### src/rtl/rob_pkg.sv
`default_nettype none
// ============================================================================
//  Module  : rob_pkg
//  Brief   : Shared configuration and types for the reorder buffer.
//            ROB_SIZE / ROB_SIZE_BIT are the global configuration macros.
//            Everything else in the ROB derives its widths from them.
//  Revision: 1.0  initial release
// ============================================================================
`ifndef ROB_SIZE
`define ROB_SIZE 8
`endif
`ifndef ROB_SIZE_BIT
`define ROB_SIZE_BIT 3
`endif

package rob_pkg;

    localparam int ROB_SIZE     = `ROB_SIZE;
    localparam int ROB_SIZE_BIT = `ROB_SIZE_BIT;
    localparam int XLEN         = 32;
    localparam int REG_W        = 5;

    // Entry index (tag) and occupancy counter; the counter needs one extra
    // bit so that "completely full" is distinguishable from "empty".
    typedef logic [ROB_SIZE_BIT-1:0] rob_tag_t;
    typedef logic [ROB_SIZE_BIT:0]   rob_cnt_t;

    localparam rob_cnt_t ROB_FULL  = rob_cnt_t'(ROB_SIZE);
    localparam rob_cnt_t ROB_EMPTY = '0;

    // Advance a circular pointer, wrapping explicitly so that sizes which
    // are not a power of two still behave.
    function automatic rob_tag_t tag_inc(input rob_tag_t t);
        if (int'(t) == ROB_SIZE - 1) begin
            return '0;
        end
        return t + 1'b1;
    endfunction

endpackage

`default_nettype wire

### src/rtl/rob_if.sv
`default_nettype none
// ============================================================================
//  Module  : rob_if
//  Brief   : Bundle of every ROB-facing bus: decoder issue, CDB writeback,
//            register-file rename/commit updates, flush, operand query and
//            store-buffer commit notice.
//            master = core side (decoder / execution / RF), slave = ROB.
//  Revision: 1.0  initial release
// ============================================================================
interface rob_if;
    import rob_pkg::*;

    // decoder issue
    logic             issue_valid;
    logic [REG_W-1:0] issue_rd;
    logic             issue_has_rd;
    logic             issue_is_br;
    logic             issue_pred_taken;
    logic [XLEN-1:0]  issue_alt_pc;
    logic             issue_ready;
    rob_tag_t         issue_tag;

    // execution writeback
    logic             cdb_valid;
    rob_tag_t         cdb_tag;
    logic [XLEN-1:0]  cdb_val;
    logic             cdb_br_taken;

    // rename update
    logic             rf_dep_we;
    logic [REG_W-1:0] rf_dep_id;
    rob_tag_t         rf_dep;

    // commit update
    logic             rf_val_we;
    logic [REG_W-1:0] rf_val_id;
    rob_tag_t         rf_val_dep;
    logic [XLEN-1:0]  rf_val;

    // flush
    logic             rob_clear;
    logic [XLEN-1:0]  clear_pc;

    // operand lookup
    rob_tag_t         qry1_tag;
    rob_tag_t         qry2_tag;
    logic             qry1_ready;
    logic             qry2_ready;
    logic [XLEN-1:0]  qry1_val;
    logic [XLEN-1:0]  qry2_val;

    // head retire notice
    logic             commit_valid;
    rob_tag_t         commit_tag;

    modport master (
        output issue_valid, issue_rd, issue_has_rd, issue_is_br,
               issue_pred_taken, issue_alt_pc,
        input  issue_ready, issue_tag,
        output cdb_valid, cdb_tag, cdb_val, cdb_br_taken,
        input  rf_dep_we, rf_dep_id, rf_dep,
        input  rf_val_we, rf_val_id, rf_val_dep, rf_val,
        input  rob_clear, clear_pc,
        output qry1_tag, qry2_tag,
        input  qry1_ready, qry2_ready, qry1_val, qry2_val,
        input  commit_valid, commit_tag
    );

    modport slave (
        input  issue_valid, issue_rd, issue_has_rd, issue_is_br,
               issue_pred_taken, issue_alt_pc,
        output issue_ready, issue_tag,
        input  cdb_valid, cdb_tag, cdb_val, cdb_br_taken,
        output rf_dep_we, rf_dep_id, rf_dep,
        output rf_val_we, rf_val_id, rf_val_dep, rf_val,
        output rob_clear, clear_pc,
        input  qry1_tag, qry2_tag,
        output qry1_ready, qry2_ready, qry1_val, qry2_val,
        output commit_valid, commit_tag
    );

endinterface

`default_nettype wire

### src/rtl/rob.sv
`default_nettype none
// ============================================================================
//  Module  : rob
//  Brief   : Reorder buffer. Circular buffer of ROB_SIZE entries, in-order
//            issue at tail, out-of-order completion from the CDB, in-order
//            commit at head (one per cycle). A mispredicted branch commits
//            its value, then raises a one-cycle flush that empties the ROB
//            and redirects fetch to the branch's alternate PC.
//            rdy_in low freezes all state and silences every strobe.
//  Revision: 1.0  initial release
// ============================================================================
module rob
    import rob_pkg::*;
(
    input  wire logic clk_in,
    input  wire logic rst_in,
    input  wire logic rdy_in,
    rob_if.slave      bus
);

    // ------------------------------------------------------------------
    // Pointers, occupancy and flush state
    // ------------------------------------------------------------------
    rob_tag_t        head;
    rob_tag_t        tail;
    rob_cnt_t        count;
    logic            clear_pend;
    logic [XLEN-1:0] clear_pc_q;

    // ------------------------------------------------------------------
    // Per-entry fields
    // ------------------------------------------------------------------
    logic [ROB_SIZE-1:0] busy;
    logic [ROB_SIZE-1:0] ready;
    logic [ROB_SIZE-1:0] has_rd;
    logic [ROB_SIZE-1:0] is_br;
    logic [ROB_SIZE-1:0] pred_taken;
    logic [ROB_SIZE-1:0] br_taken;
    logic [REG_W-1:0]    rd     [ROB_SIZE];
    logic [XLEN-1:0]     alt_pc [ROB_SIZE];
    logic [XLEN-1:0]     val    [ROB_SIZE];

    // ------------------------------------------------------------------
    // Handshake decode
    // ------------------------------------------------------------------
    logic run;          // ROB may issue / commit this cycle
    logic issue_ok;
    logic issue_fire;
    logic commit_fire;
    logic cdb_hit;      // writeback addressed to a live entry
    logic mispredict;
    logic do_clear;     // flush takes effect at this edge
    logic qry1_byp;
    logic qry2_byp;

    assign run         = rdy_in & ~clear_pend;
    assign issue_ok    = run & (count != ROB_FULL);
    assign issue_fire  = bus.issue_valid & issue_ok;
    assign commit_fire = run & (count != ROB_EMPTY) & ready[head];
    assign cdb_hit     = rdy_in & bus.cdb_valid & busy[bus.cdb_tag];
    assign mispredict  = commit_fire & is_br[head]
                       & (br_taken[head] != pred_taken[head]);
    assign do_clear    = rdy_in & clear_pend;

    // Pointer, counter and flush-request register update
    always_ff @(posedge clk_in) begin
        if (rst_in) begin
            head       <= '0;
            tail       <= '0;
            count      <= '0;
            clear_pend <= 1'b0;
            clear_pc_q <= '0;
        end else if (do_clear) begin
            head       <= '0;
            tail       <= '0;
            count      <= '0;
            clear_pend <= 1'b0;
        end else begin
            if (issue_fire) begin
                tail <= tag_inc(tail);
            end
            if (commit_fire) begin
                head <= tag_inc(head);
            end
            // Simultaneous issue and commit leave occupancy unchanged.
            case ({issue_fire, commit_fire})
                2'b10:   count <= count + 1'b1;
                2'b01:   count <= count - 1'b1;
                default: count <= count;
            endcase
            // The branch's own value still commits; younger work is
            // discarded by the flush on the following edge.
            if (mispredict) begin
                clear_pend <= 1'b1;
                clear_pc_q <= alt_pc[head];
            end
        end
    end

    // Entry allocation, writeback capture and retirement
    always_ff @(posedge clk_in) begin
        if (rst_in) begin
            busy       <= '0;
            ready      <= '0;
            has_rd     <= '0;
            is_br      <= '0;
            pred_taken <= '0;
            br_taken   <= '0;
            for (int i = 0; i < ROB_SIZE; i++) begin
                rd[i]     <= '0;
                alt_pc[i] <= '0;
                val[i]    <= '0;
            end
        end else if (do_clear) begin
            busy  <= '0;
            ready <= '0;
        end else begin
            // Writeback to a free slot is stale (flushed producer): ignore.
            if (cdb_hit) begin
                val[bus.cdb_tag]      <= bus.cdb_val;
                br_taken[bus.cdb_tag] <= bus.cdb_br_taken;
                ready[bus.cdb_tag]    <= 1'b1;
            end
            if (commit_fire) begin
                busy[head]  <= 1'b0;
                ready[head] <= 1'b0;
            end
            // Tail is never busy when issue fires, so this cannot collide
            // with the writeback or retirement above.
            if (issue_fire) begin
                busy[tail]       <= 1'b1;
                ready[tail]      <= 1'b0;
                rd[tail]         <= bus.issue_rd;
                has_rd[tail]     <= bus.issue_has_rd;
                is_br[tail]      <= bus.issue_is_br;
                pred_taken[tail] <= bus.issue_pred_taken;
                alt_pc[tail]     <= bus.issue_alt_pc;
            end
        end
    end

    // ------------------------------------------------------------------
    // Issue side and rename update (same cycle as the issue)
    // ------------------------------------------------------------------
    assign bus.issue_ready = issue_ok;
    assign bus.issue_tag   = tail;
    assign bus.rf_dep_we   = issue_fire & bus.issue_has_rd
                           & (bus.issue_rd != '0);
    assign bus.rf_dep_id   = bus.issue_rd;
    assign bus.rf_dep      = tail;

    // ------------------------------------------------------------------
    // Commit side: register-file value update and store-buffer notice.
    // x0 is never written back.
    // ------------------------------------------------------------------
    assign bus.rf_val_we    = commit_fire & has_rd[head] & (rd[head] != '0);
    assign bus.rf_val_id    = rd[head];
    assign bus.rf_val_dep   = head;
    assign bus.rf_val       = val[head];
    assign bus.commit_valid = commit_fire;
    assign bus.commit_tag   = head;

    // ------------------------------------------------------------------
    // Flush pulse; held off while the core is stalled
    // ------------------------------------------------------------------
    assign bus.rob_clear = do_clear;
    assign bus.clear_pc  = clear_pc_q;

    // ------------------------------------------------------------------
    // Operand lookup with same-cycle CDB bypass
    // ------------------------------------------------------------------
    assign qry1_byp       = bus.cdb_valid & (bus.cdb_tag == bus.qry1_tag);
    assign qry2_byp       = bus.cdb_valid & (bus.cdb_tag == bus.qry2_tag);
    assign bus.qry1_ready = ready[bus.qry1_tag] | qry1_byp;
    assign bus.qry2_ready = ready[bus.qry2_tag] | qry2_byp;
    assign bus.qry1_val   = qry1_byp ? bus.cdb_val : val[bus.qry1_tag];
    assign bus.qry2_val   = qry2_byp ? bus.cdb_val : val[bus.qry2_tag];

endmodule

`default_nettype wire

### src/flat_wrapper.sv
// flat-port wrapper written by rule: the top's interface ports become plain ports
module rob_flat import rob_pkg::*;
  (clk_in, rst_in, rdy_in, bus_issue_valid, bus_issue_rd, bus_issue_has_rd, bus_issue_is_br, bus_issue_pred_taken, bus_issue_alt_pc, bus_issue_ready, bus_issue_tag, bus_cdb_valid, bus_cdb_tag, bus_cdb_val, bus_cdb_br_taken, bus_rf_dep_we, bus_rf_dep_id, bus_rf_dep, bus_rf_val_we, bus_rf_val_id, bus_rf_val_dep, bus_rf_val, bus_rob_clear, bus_clear_pc, bus_qry1_tag, bus_qry2_tag, bus_qry1_ready, bus_qry2_ready, bus_qry1_val, bus_qry2_val, bus_commit_valid, bus_commit_tag);
  rob_if bus_i ();
  input  wire logic clk_in;
  input  wire logic rst_in;
  input  wire logic rdy_in;
  input wire logic [$bits(bus_i.issue_valid)-1:0] bus_issue_valid;
  input wire logic [$bits(bus_i.issue_rd)-1:0] bus_issue_rd;
  input wire logic [$bits(bus_i.issue_has_rd)-1:0] bus_issue_has_rd;
  input wire logic [$bits(bus_i.issue_is_br)-1:0] bus_issue_is_br;
  input wire logic [$bits(bus_i.issue_pred_taken)-1:0] bus_issue_pred_taken;
  input wire logic [$bits(bus_i.issue_alt_pc)-1:0] bus_issue_alt_pc;
  output wire logic [$bits(bus_i.issue_ready)-1:0] bus_issue_ready;
  output wire logic [$bits(bus_i.issue_tag)-1:0] bus_issue_tag;
  input wire logic [$bits(bus_i.cdb_valid)-1:0] bus_cdb_valid;
  input wire logic [$bits(bus_i.cdb_tag)-1:0] bus_cdb_tag;
  input wire logic [$bits(bus_i.cdb_val)-1:0] bus_cdb_val;
  input wire logic [$bits(bus_i.cdb_br_taken)-1:0] bus_cdb_br_taken;
  output wire logic [$bits(bus_i.rf_dep_we)-1:0] bus_rf_dep_we;
  output wire logic [$bits(bus_i.rf_dep_id)-1:0] bus_rf_dep_id;
  output wire logic [$bits(bus_i.rf_dep)-1:0] bus_rf_dep;
  output wire logic [$bits(bus_i.rf_val_we)-1:0] bus_rf_val_we;
  output wire logic [$bits(bus_i.rf_val_id)-1:0] bus_rf_val_id;
  output wire logic [$bits(bus_i.rf_val_dep)-1:0] bus_rf_val_dep;
  output wire logic [$bits(bus_i.rf_val)-1:0] bus_rf_val;
  output wire logic [$bits(bus_i.rob_clear)-1:0] bus_rob_clear;
  output wire logic [$bits(bus_i.clear_pc)-1:0] bus_clear_pc;
  input wire logic [$bits(bus_i.qry1_tag)-1:0] bus_qry1_tag;
  input wire logic [$bits(bus_i.qry2_tag)-1:0] bus_qry2_tag;
  output wire logic [$bits(bus_i.qry1_ready)-1:0] bus_qry1_ready;
  output wire logic [$bits(bus_i.qry2_ready)-1:0] bus_qry2_ready;
  output wire logic [$bits(bus_i.qry1_val)-1:0] bus_qry1_val;
  output wire logic [$bits(bus_i.qry2_val)-1:0] bus_qry2_val;
  output wire logic [$bits(bus_i.commit_valid)-1:0] bus_commit_valid;
  output wire logic [$bits(bus_i.commit_tag)-1:0] bus_commit_tag;
  assign bus_i.issue_valid = bus_issue_valid;
  assign bus_i.issue_rd = bus_issue_rd;
  assign bus_i.issue_has_rd = bus_issue_has_rd;
  assign bus_i.issue_is_br = bus_issue_is_br;
  assign bus_i.issue_pred_taken = bus_issue_pred_taken;
  assign bus_i.issue_alt_pc = bus_issue_alt_pc;
  assign bus_issue_ready = bus_i.issue_ready;
  assign bus_issue_tag = bus_i.issue_tag;
  assign bus_i.cdb_valid = bus_cdb_valid;
  assign bus_i.cdb_tag = bus_cdb_tag;
  assign bus_i.cdb_val = bus_cdb_val;
  assign bus_i.cdb_br_taken = bus_cdb_br_taken;
  assign bus_rf_dep_we = bus_i.rf_dep_we;
  assign bus_rf_dep_id = bus_i.rf_dep_id;
  assign bus_rf_dep = bus_i.rf_dep;
  assign bus_rf_val_we = bus_i.rf_val_we;
  assign bus_rf_val_id = bus_i.rf_val_id;
  assign bus_rf_val_dep = bus_i.rf_val_dep;
  assign bus_rf_val = bus_i.rf_val;
  assign bus_rob_clear = bus_i.rob_clear;
  assign bus_clear_pc = bus_i.clear_pc;
  assign bus_i.qry1_tag = bus_qry1_tag;
  assign bus_i.qry2_tag = bus_qry2_tag;
  assign bus_qry1_ready = bus_i.qry1_ready;
  assign bus_qry2_ready = bus_i.qry2_ready;
  assign bus_qry1_val = bus_i.qry1_val;
  assign bus_qry2_val = bus_i.qry2_val;
  assign bus_commit_valid = bus_i.commit_valid;
  assign bus_commit_tag = bus_i.commit_tag;
  rob u_core (.clk_in(clk_in), .rst_in(rst_in), .rdy_in(rdy_in), .bus(bus_i));
endmodule
### config.mk
export PLATFORM = sky130hd
export DESIGN_NAME = rob_flat
export DESIGN_NICKNAME = d
export VERILOG_FILES = /design/src/rtl/rob_pkg.sv /design/src/rtl/rob_if.sv /design/src/rtl/rob.sv /design/src/flat_wrapper.sv
export SDC_FILE = /design/constraint.sdc
export NUM_CORES = 1
export LEC_CHECK = 0
export CELL_PAD_IN_SITES_DETAIL_PLACEMENT = 1
export CELL_PAD_IN_SITES_GLOBAL_PLACEMENT = 1
export CORE_MARGIN = 2
export CORE_UTILIZATION = 30
export DETAILED_ROUTE_END_ITERATION = 8
export HOLD_SLACK_MARGIN = 0.05
export PLACE_DENSITY_LB_ADDON = 0.1
export SLEW_MARGIN = 25
export SYNTH_ARGS = -nofsm -noshare
export SYNTH_HDL_FRONTEND = slang
export SYNTH_SLANG_ARGS = --single-unit
### constraint.sdc
create_clock -name clk_in -period 5.1 [get_ports clk_in]
set_input_delay 1.275 -clock clk_in [delete_from_list [all_inputs] [get_ports clk_in]]
set_output_delay 1.275 -clock clk_in [all_outputs]
set_load 0.1 [all_outputs]
==> flow_summary.json <==
{
  "postRouteAntennaNets": 0,
  "arrival_ns": 3.37,
  "num_antenna_cells": 0,
  "drv_cap": 0,
  "synth_seq_cells": 646,
  "finalHoldViolations": 0,
  "fmax_mhz": 215,
  "cts_tree": "built",
  "worst_ir_drop_vdd_mv": 0.216,
  "synth_top_cell_by_area": "edfxtp_1",
  "drt_iter0_markers": 1448,
  "synthAdderAreaFrac_pct": 0.265,
  "vias": 22100,
  "htree_num_levels": 3,
  "dieHeight_microns": 336,
  "die_w_microns": 336,
  "hold_slack_ns": 0.463,
  "grt_pass1_vias": 24000,
  "synth_top_family_by_area": "multiplexers",
  "synth.avg_cell_area_sq_um": 13.5,
  "fin_skew_ns": 0.0221,
  "io_buffers": 243,
  "grt_use_met2_pct": 38.9,
  "syn_to_final_growth_pct": 23.5,
  "whs_endpoint": "u_core.has_rd[5]",
  "synth_warnings": 0,
  "syn_inst": 2440,
  "worst_ep_required_time_ns": 3.83,
  "drive_above_1_share_pct": 28.2,
  "timing_worst_setup_path_type": "flip-flop to output pin",
  "async_flop_share_pct": 0,
  "cp-end-kind": "output pin",
  "dp_cells": 3990,
  "top_usage_layer": "met2",
  "max-clock-path-buffers": 3,
  "grt_first_pass_wirelength_microns": 174000,
  "post_cts_buffers": 0,
  "timing.rr.start": "u_core.bus.commit_tag[2]",
  "setup_viol": 0,
  "rr_endpoint": "u_core.count[2]",
  "hold_class": "flip-flop to flip-flop",
  "synthesis.area_sq_um": 33000,
  "post-dp-hpwl_microns": 72200,
  "leakage_nw": 14.5,
  "hp-start": "u_core.has_rd[5]",
  "synth_top_cell_area_share_pct": 50.2,
  "startpoint": "u_core.bus.commit_tag[2]",
  "rsz0062_at_grt": "false",
  "std_cell_rows": 121,
  "numCtsBuffers": 77,
  "maxSlewHeadroom_pct": 31.8,
  "cts_root_buffer": "clkbuf_16",
  "drc": 0,
  "clkLatencyLatePin_ns": 0.64,
  "drt-wirelength-per-cell_microns": 29.2,
  "final_common_cell": "edfxtp_1",
  "worstPathMaxFanout": 23,
  "antenna_found_initial": 7,
  "synthTopCellsByArea": "edfxtp_1 (50%), mux4_2 (16%), dfxtp_1 (5.7%), nor2_1 (4.3%), and2_1 (3.9%)",
  "most-common-layout-cells": "edfxtp_1 (552), nor2_1 (375), mux4_2 (236)",
  "vias_per_cell": 5.35,
  "finish.instance_area_sq_um": 40800,
  "tightest_slew_ns": 1.02,
  "drt-total-wl_microns": 121000,
  "ys_seq_area_share_pct": 55.9,
  "slew_violations": 0,
  "finalNetCount": 2749,
  "min_period_ns": 4.64,
  "synth_compound_area_share_pct": 5.12,
  "core_area_sq_um": 109000,
  "instances_no_fill": 4131,
  "synth_ff_type": "edfxtp_1",
  "synth_nets": 2534,
  "ys_types": 78,
  "outcome": "completed",
  "synth_edf_count": 552,
  "clock_sinks": 646,
  "grt_max_degree": 90,
  "dpl_cell_area_sq_um": 38300,
  "start_util_pct": 30.3,
  "place_congestion": 0.745,
  "grt_use_total_pct": 21.3,
  "start_kind": "flip-flop",
  "hold_depth": 2,
  "grt-ovfl-total": 0,
  "ioPinCount": 244,
  "post_cts_resized": 0,
  "power.density_nw_per_um2": 332,
  "reg2reg_depth": 12,
  "yosys.area_share.simple_pct": 13.2,
  "met1_usage_pct": 26.6,
  "use_met3_pct": 2.65,
  "regToRegSetupSlack_ns": 1.14,
  "dr.pass1.iters": 5,
  "synthMuxAreaShare_pct": 21.8,
  "die_area_sq_um": 113000,
  "cts.clk_slew.worst_paths_ns": 0.06,
  "num-fill-cells": 11200,
  "synth-xor-area-share_pct": 0.478,
  "cts_hold_buf": 0,
  "post-route-period-util_pct": 91.1
}
synthesized netlist by cell type (all sizes together), types with 21 or more instances:
cell	instances
edfxtp	552
nor2	384
mux4	236
and2	228
mux2i	129
a21oi	124
clkbuf	121
nand2	113
buf	94
dfxtp	94
and3	79
mux2	52
a211oi	21
o21ai	21
registers in the layout, indices dropped and copies added (netlist names), 4 cells and up, named ones only:
register / flops
u_core.alt_pc: 256
u_core.val: 256
u_core.rd: 40
u_core.bus.clear_pc: 32
u_core.br_taken: 8
u_core.busy: 8
u_core.has_rd: 8
u_core.is_br: 8
u_core.pred_taken: 8
u_core.ready: 8
u_core.count: 4
critical path, stage by stage, from the launching register on:
cell       delay [ns]
dfxtp_2          0.55
nor2_1           0.75
o2bb2ai_1        0.18
nand2_1          0.08
a311o_2          0.61
nor3_2           0.33
buf_12           0.21
metrics by stage:
step | setup TNS (ns) | util, % | power (W) | worst slack (ns)
after floorplan | -0.504 | - | 0.00726 | -0.0630
after global placement | 0 | 35.1 | 0.00807 | 0.502
after detailed placement | 0 | 35.1 | 0.00809 | 0.473
after CTS | 0 | 37.4 | 0.0137 | 0.390
after global routing | 0 | 37.4 | 0.0140 | 0.323
final | 0 | 37.4 | 0.0136 | 0.456
cell families (layout without fill, tap and decap cells):
logic type	after synthesis	count (layout)
buffers and inverters	221	498
AND/OR/NAND/NOR	872	872
flip-flops	646	646
adder cells (fa/ha/maj)	7	7
AO/OA/AOI/OAI	259	259
XOR/XNOR	18	18
multiplexers	417	417
area by class of cell:
| type | count | area, sq um | area share [%] |
|---|---|---|---|
| flip-flops and latches | 646 | 18500 | 45.3 |
| multi-input cells | 1573 | 13800 | 33.8 |
| repair buffers | 351 | 4190 | 10.3 |
| clock buffers | 100 | 2070 | 5.09 |
| well taps | 1414 | 1770 | 4.34 |
| clock inverters | 41 | 443 | 1.09 |
| inverters | 6 | 35.0 | 0.0859 |
power breakdown:
part,switching (W),leakage (nW),internal [W]
clock,0.00232,1.22,0.00328
combinational,0.00128,6.78,0.000695
sequential,0.0000843,6.47,0.00589
total,0.00369,14.5,0.00987
per-layer routing:
metal	vias up	wire length, microns
met5	-	57
met4	8	2280
met3	138	4670
met2	520	62900
met1	11800	50600
li1	9663	-
how the worst max path moves through the flow:
stage	end	slack, ns	depth (start not counted)
after global placement	bus_rf_val_we	0.50	5
after detailed placement	bus_qry1_val[3]	0.47	8
after floorplan	bus_qry2_val[12]	-0.06	7
after global routing	bus_rf_val_we	0.32	6
after CTS	bus_commit_valid	0.39	6
final	bus_rf_val_we	0.46	6
Note: power is estimated with default switching activity, not from simulation.
